`config.mk`:
```
export PLATFORM = sky130hd
export DESIGN_NAME = regfile_wr_arbiter
export DESIGN_NICKNAME = d
export VERILOG_FILES = /design/src/rtl/regfile_wr_arbiter.sv
export SDC_FILE = /design/constraint.sdc
export NUM_CORES = 1
export LEC_CHECK = 0
export ABC_AREA = 1
export CORE_MARGIN = 10
export CORE_UTILIZATION = 43
export CTS_BUF_LIST = sky130_fd_sc_hd__clkbuf_8 sky130_fd_sc_hd__clkbuf_16
export DETAILED_ROUTE_END_ITERATION = 10
export GPL_ROUTABILITY_DRIVEN = 0
export GPL_TIMING_DRIVEN = 0
export PLACE_DENSITY = 0.84
export RECOVER_POWER = 25
export SETUP_SLACK_MARGIN = 0.1
export SLEW_MARGIN = 20
export SYNTH_ARGS = -nofsm -noshare
export SYNTH_HDL_FRONTEND = slang
export SYNTH_SLANG_ARGS = --single-unit
```
`constraint.sdc`:
```
create_clock -name CLK -period 2.2 [get_ports CLK]
set_input_delay 0.44 -clock CLK [delete_from_list [all_inputs] [get_ports CLK]]
set_output_delay 0.44 -clock CLK [all_outputs]
set_load 0.1 [all_outputs]
```
`src/rtl/regfile_wr_arbiter.sv`:
```
// Write-port owner for the 32x32 register file: round-robin between ALU (A) and load (B)
// write-back, plus a zeroing sweep of r1..r(2**AW-1) after reset or on request.
//
// state | meaning
// ------+----------------------------------------------------------
// SCRUB | sweeping zeros into r1..r(2**AW-1), one register per cycle
// RUN   | arbitrating A/B write-back requests
module regfile_wr_arbiter #(
  parameter int AW             = 5,
  parameter int DW             = 32,
  parameter int SCRUB_ON_RESET = 1
) (
  input  logic          CLK,
  input  logic          CLR,
  input  logic          A_VALID,
  input  logic [AW-1:0] A_REG,
  input  logic [DW-1:0] A_DATA,
  output logic          A_READY,
  input  logic          B_VALID,
  input  logic [AW-1:0] B_REG,
  input  logic [DW-1:0] B_DATA,
  output logic          B_READY,
  input  logic          SCRUB_START,
  output logic          BUSY,
  output logic [AW-1:0] WriteReg,
  output logic [DW-1:0] WriteData,
  output logic          WE
);

  typedef enum logic {SCRUB = 1'b0, RUN = 1'b1} state_t;

  state_t        state, stateNext;
  logic [AW-1:0] idx;
  logic          lastB;
  logic          grantA, grantB;
  logic          idxLast;

  assign idxLast = (idx == {AW{1'b1}});
  assign BUSY    = (state == SCRUB);
  assign A_READY = grantA;
  assign B_READY = grantB;

  // lastB records who won the previous grant; on a tie the other side wins.
  always_comb begin
    grantA    = 1'b0;
    grantB    = 1'b0;
    stateNext = state;
    case (state)
      SCRUB: begin
        if (idxLast) stateNext = RUN;
      end
      RUN: begin
        if (SCRUB_START) begin
          stateNext = SCRUB;
        end else if (CLR) begin
          if (A_VALID && (!B_VALID || lastB)) grantA = 1'b1;
          else if (B_VALID)                   grantB = 1'b1;
        end
      end
      default: stateNext = RUN;
    endcase
  end

  always_ff @(posedge CLK) begin
    if (!CLR) begin
      state     <= (SCRUB_ON_RESET != 0) ? SCRUB : RUN;
      idx       <= AW'(1);
      WE        <= 1'b0;
      WriteReg  <= '0;
      WriteData <= '0;
      lastB     <= 1'b1;
    end else begin
      state <= stateNext;
      case (state)
        SCRUB: begin
          WE        <= 1'b1;
          WriteReg  <= idx;
          WriteData <= '0;
          idx       <= idxLast ? AW'(1) : idx + AW'(1);
        end
        RUN: begin
          if (SCRUB_START) begin
            idx <= AW'(1);
            WE  <= 1'b0;
          end else if (grantA) begin
            WriteReg  <= A_REG;
            WriteData <= A_DATA;
            WE        <= |A_REG;
            lastB     <= 1'b0;
          end else if (grantB) begin
            WriteReg  <= B_REG;
            WriteData <= B_DATA;
            WE        <= |B_REG;
            lastB     <= 1'b1;
          end else begin
            WE <= 1'b0;
          end
        end
        default: WE <= 1'b0;
      endcase
    end
  end

endmodule

```
## Word level (Yosys, flattened, before mapping)

Cells that the tools add are included.

- Muxes and demuxes: 29
- Bitwise operators: 2
- Eq/ne operators: 4
- Add/subtract/negate cells: 1
- Reduce and logical (&&, ||, !) cells: 8

Operators by type and width:

| cell | number |
|---|---|
| two-way mux 32 bit | 3 |
| one-hot mux 32 bit (2 select lines) | 1 |
| two-way mux 5 bit | 5 |
| one-hot mux 5 bit (2 select lines) | 2 |
| two-way mux 1 bit | 16 |
| OR reduction 5 bit | 2 |
| adder 5 x 1 -> 5 bit, second input constant | 1 |
| equality test 5 bit, second input constant | 1 |
| != test 2 bit, second input constant | 2 |
| one-hot mux 1 bit (2 select lines) | 2 |
| != test 3 bit, second input constant | 1 |
| AND reduction 3 bit | 1 |
| NOT 1 bit | 2 |
| AND reduction 2 bit | 1 |
| nonzero test 2 bit | 1 |
| logical AND 1 bit | 1 |
| zero test 1 bit | 1 |
| logical OR 1 bit | 1 |

- Flip-flop bits (word level): 45
- Logic and storage cells: 50

## Depth between registers and ports, before layout

- Word-level depth: 11
- Mapped depth: 11
- Mapped depth without buffers: 10

## Worst setup path after synthesis

No wires, ideal clock.

- Path kind: input-to-reg
- From: in SCRUB_START
- To: reg WriteReg[3]
- Setup slack: -0.366 ns
- Path buffers: 0
- Stages on the path: 8
- Library setup time: 0.113 ns
- Required time: 2.087 ns
- Data arrival time: 2.453 ns
- Cell sequence: inv_1 nand3_2 nor2_1 nand2_1 nand3_1 nand2_1 nand3_1 nand2_1

- Cells in the longest elaborated chain, start to end: 5
- Elaborated cells on any way between the ends: 10
- Those cells by class: eq/ne: 2; mux: 7; reduce/logical: 1

RTL lines:

| item | line | text |
|---|---|---|
| from (decl) | 23 | `input logic SCRUB_START,` |
| two-way mux 1 bit * | 53 | `if (SCRUB_START) begin` |
| two-way mux 1 bit * | 48 | `case (state)` |
| named net A_READY | 18 | `output logic A_READY,` |
| two-way mux 5 bit | 85 | `end else if (grantA) begin` |
| two-way mux 5 bit | 82 | `if (SCRUB_START) begin` |
| one-hot mux 5 bit (2 select lines) | 74 | `case (state)` |
| to (signal assigned) | 77 | `WriteReg <= idx;` |
| to (decl) | 25 | `output logic [AW-1:0] WriteReg,` |

The timed path passes the listed nets; every way through them passes the cells marked *. The select of a mux whose other input is x is not followed.
A chain may end at the register's enable or synchronous reset.

## Worst setup path after layout

- From: in SCRUB_START
- To: out A_READY

- Cells in the longest elaborated chain, start to end: 2

RTL lines:

| item | line |
|---|---|
| two-way mux 1 bit | 53 |
| two-way mux 1 bit | 48 |
| to (decl) | 18 |

Every way passes these cells.

==> impl_metrics.ini <==
[cts]
cts.sinks = 45
cts_root_buffer = clkbuf_8
ctsHoldBuffers = 0
htree_levels = 2
cts_tree = done
path_clk_slew_ns = 0.08
clk_latency_ns = 0.30
cts_buffers = 5
clk_path_buf_depth = 2

[routing]
ant_nets = 0
routedWlPerCell_um = 14.2
drt_iter0_drc = 66
post-route-drc-count = 0
finalWirelength_um = 7300
num_vias = 2496
first_pass_iters = 4
via_per_inst = 4.87

[worst_setup_path]
cp_slowest_cell = clkdlybuf4s50_1
r2r-start = lastB
crit_start = SCRUB_START
critPathMaxFanout = 7
cp_slowest_stage_delay_ns = 0.42
r2r_end = WriteData[14]
cp_cell_sequence = clkdlybuf4s50_1 -> inv_1 -> nand3_2 -> nor2_4 -> buf_8
end_kind = output port
required_ns = 1.76
critPathKind = primary input to output port
reg2reg_depth = 7
crit_end = A_READY
rrSetupSlack_ns = 0.52
cp.arrival_ns = 1.64
cp-start-kind = primary input

[global_routing]
track_usage_pct = 16.1
antenna_found_initial = 0
grt_pass1_wl_um = 11500
grt_pass1_vias = 2393
grt_max_degree = 13
grt_overflow = 0

[pwr]
powerDensity_nw_per_um2 = 492
p_leak_nw = 1.80
vdd_ir_drop_max_uv = 477

[sta]
clock.fmax_ghz = 0.481
finalSetupViolCount = 0
tightest_slew_ns = 1.00
finalCriticalPeriod_ns = 2.08
tns_ns = 0
final-hold-violation-count = 0
skew_ns = 0.00716
slew_headroom_pct = 33.4
rsz0062_at_grt = false
period_share_pct = 94.5
drv_slew = 0

[finish]
nFillCells = 470
drive_gt1_share_pct = 10.4
final_cells = 513
antenna_cells = 0
multi_input_area_sq_um = 1120
syn_to_final_growth_pct = 56.2
regArea_sq_um = 901
final_nets = 523
final_cell_area_sq_um = 3650

[die]
boundaryPins = 120
coreArea_sq_um = 5200
die_area_sq_um = 8780
start_util_pct = 44.9
die_h_um = 93.7
num_rows = 26
fp.dieW_um = 93.7

[placement]
dpl_cell_area_sq_um = 3620
place.detailed.hpwl_um = 5830
dpl.cell_count = 505
port_buffers = 119

[logic_synthesis]
synth_area_leaders = dfxtp_1 39%, nand2_1 16%, inv_1 7.5%
synth_ff_type = dfxtp_1
synthArstFlopShare_pct = 0
ys_ff_latch = 45
synth.most_common_cell = nand2_1
synth-seq-area-share_pct = 38.5
synth_area_sq_um = 2340
synth_warnings = 0
syn-instance-count = 316
avgSynthCellArea_sq_um = 7.40
yosysTopAreaCellShare_pct = 38.5
synth_cell_types = 26
syn-num-nets = 397
synth_top_area_cell = dfxtp_1
synth_edf_count = 0
synth.cells.most_frequent = 97 x nand2_1, 47 x inv_1, 45 x dfxtp_1

[status]
outcome = finished, final reports clean

[worst_hold_path]
hold_class = flop to flop

[flow_run]
drv_cap = 0
## cell families (layout without fill, tap and decap cells)
| kind of cell | count (synthesis) | in the layout | synth area share, % |
|---|---|---|---|
| buffers and inverters | 68 | 195 | 14.3 |
| AND/OR/NAND/NOR | 124 | 124 | 22.3 |
| AO/OA/AOI/OAI | 77 | 77 | 23.8 |
| flip-flops | 45 | 45 | 38.5 |
| adder cells (fa/ha/maj) | 2 | 2 | 1.07 |
## stage by stage
step | power, mW | hold WS, ns | util (%) | setup WS, ns
2_1_floorplan | 1.13 | 0.426 | - | 0.184
3_3_place_gp | 1.33 | 0.436 | 69.6 | -0.954
3_5_place_dp | 1.34 | 0.449 | 69.6 | -0.962
4_1_cts | 1.82 | 0.461 | 70.5 | 0.127
5_1_grt | 1.89 | 0.486 | 70.1 | 0.0586
6_report | 1.80 | 0.457 | 70.1 | 0.120
## power breakdown
part           switching [mW]  internal, mW
logic                   0.220         0.197
registers              0.0381         0.856
clock network           0.273         0.212
total                   0.531          1.26
## per-layer routing
| layer | wire length [um] | track usage (%) | part of all wire [%] |
|---|---|---|---|
| met1 | 2980 | 18.2 | 41 |
| met2 | 3520 | 26.5 | 48 |
| met3 | 728 | 7.75 | 10 |
| met4 | 74 | 4.18 | 1.0 |
| met5 | 0 | 0 | 0 |
## area by class of cell
type	instances	share of cell area, %
timing repair buffer	119	31.5
multi-input combinational	203	30.6
sequential	45	24.7
inverter	50	5.14
buffer	18	3.53
tap	70	2.40
clock buffer	5	1.88
clock inverter	3	0.308
## state kept, by name, summed over array words and instances (netlist names)
| signal | flops |
|---|---|
| lastB | 1 |
| WriteReg | 5 |
| WE | 1 |
| WriteData | 32 |
| state | 1 |
| idx | 5 |
## worst max-delay path, delay by kind of cell
kind | cells | cell delay (ns)
buffers and inverters | 3 | 0.80
and+or+nand+nor | 2 | 0.39
## repair_timing
item | in CTS | in global routing
endpoints found under the setup margin | 41 | 1
resized for setup | 58 | 1
endpoints found under the hold margin | 0 | 0
setup buffers | 0 | 0
## how the worst min path moves through the flow
| stage | startpoint | cells after the start | endpoint |
|---|---|---|---|
| 6_report | idx[3] | 2 | WriteReg[3] |
| 5_1_grt | WriteData[5] | 2 | WriteData[5] |
| 4_1_cts | idx[3] | 2 | WriteReg[3] |
| 3_5_place_dp | idx[3] | 2 | WriteReg[3] |
| 3_3_place_gp | idx[3] | 2 | WriteReg[3] |
| 2_1_floorplan | idx[3] | 2 | WriteReg[3] |
## placed cells by master, fill, tap and decap left out, types with 2 or more instances in the layout
cell type | Yosys | layout
buf_2 | 4 | 4
clkbuf_1 | 3 | 3
buf_6 | 7 | 6
clkbuf_8 | 1 | 6
ha_1 | 2 | 2
o21ai_0 | 4 | 4
a22o_1 | 2 | 2
a21oi_1 | 35 | 35
nor2_1 | 7 | 5
o211ai_1 | 19 | 20
nand3_1 | 9 | 9
clkbuf_2 | 0 | 4
nor3_1 | 2 | 2
nand2_1 | 97 | 97
nand4_1 | 4 | 4
dfxtp_1 | 45 | 45
o211ai_2 | 14 | 13
nand2_4 | 2 | 2
dlygate4sd2_1 | 0 | 39
clkdlybuf4s50_1 | 0 | 77
inv_2 | 3 | 2
inv_1 | 47 | 51
Power figures use the tool's default switching activity.
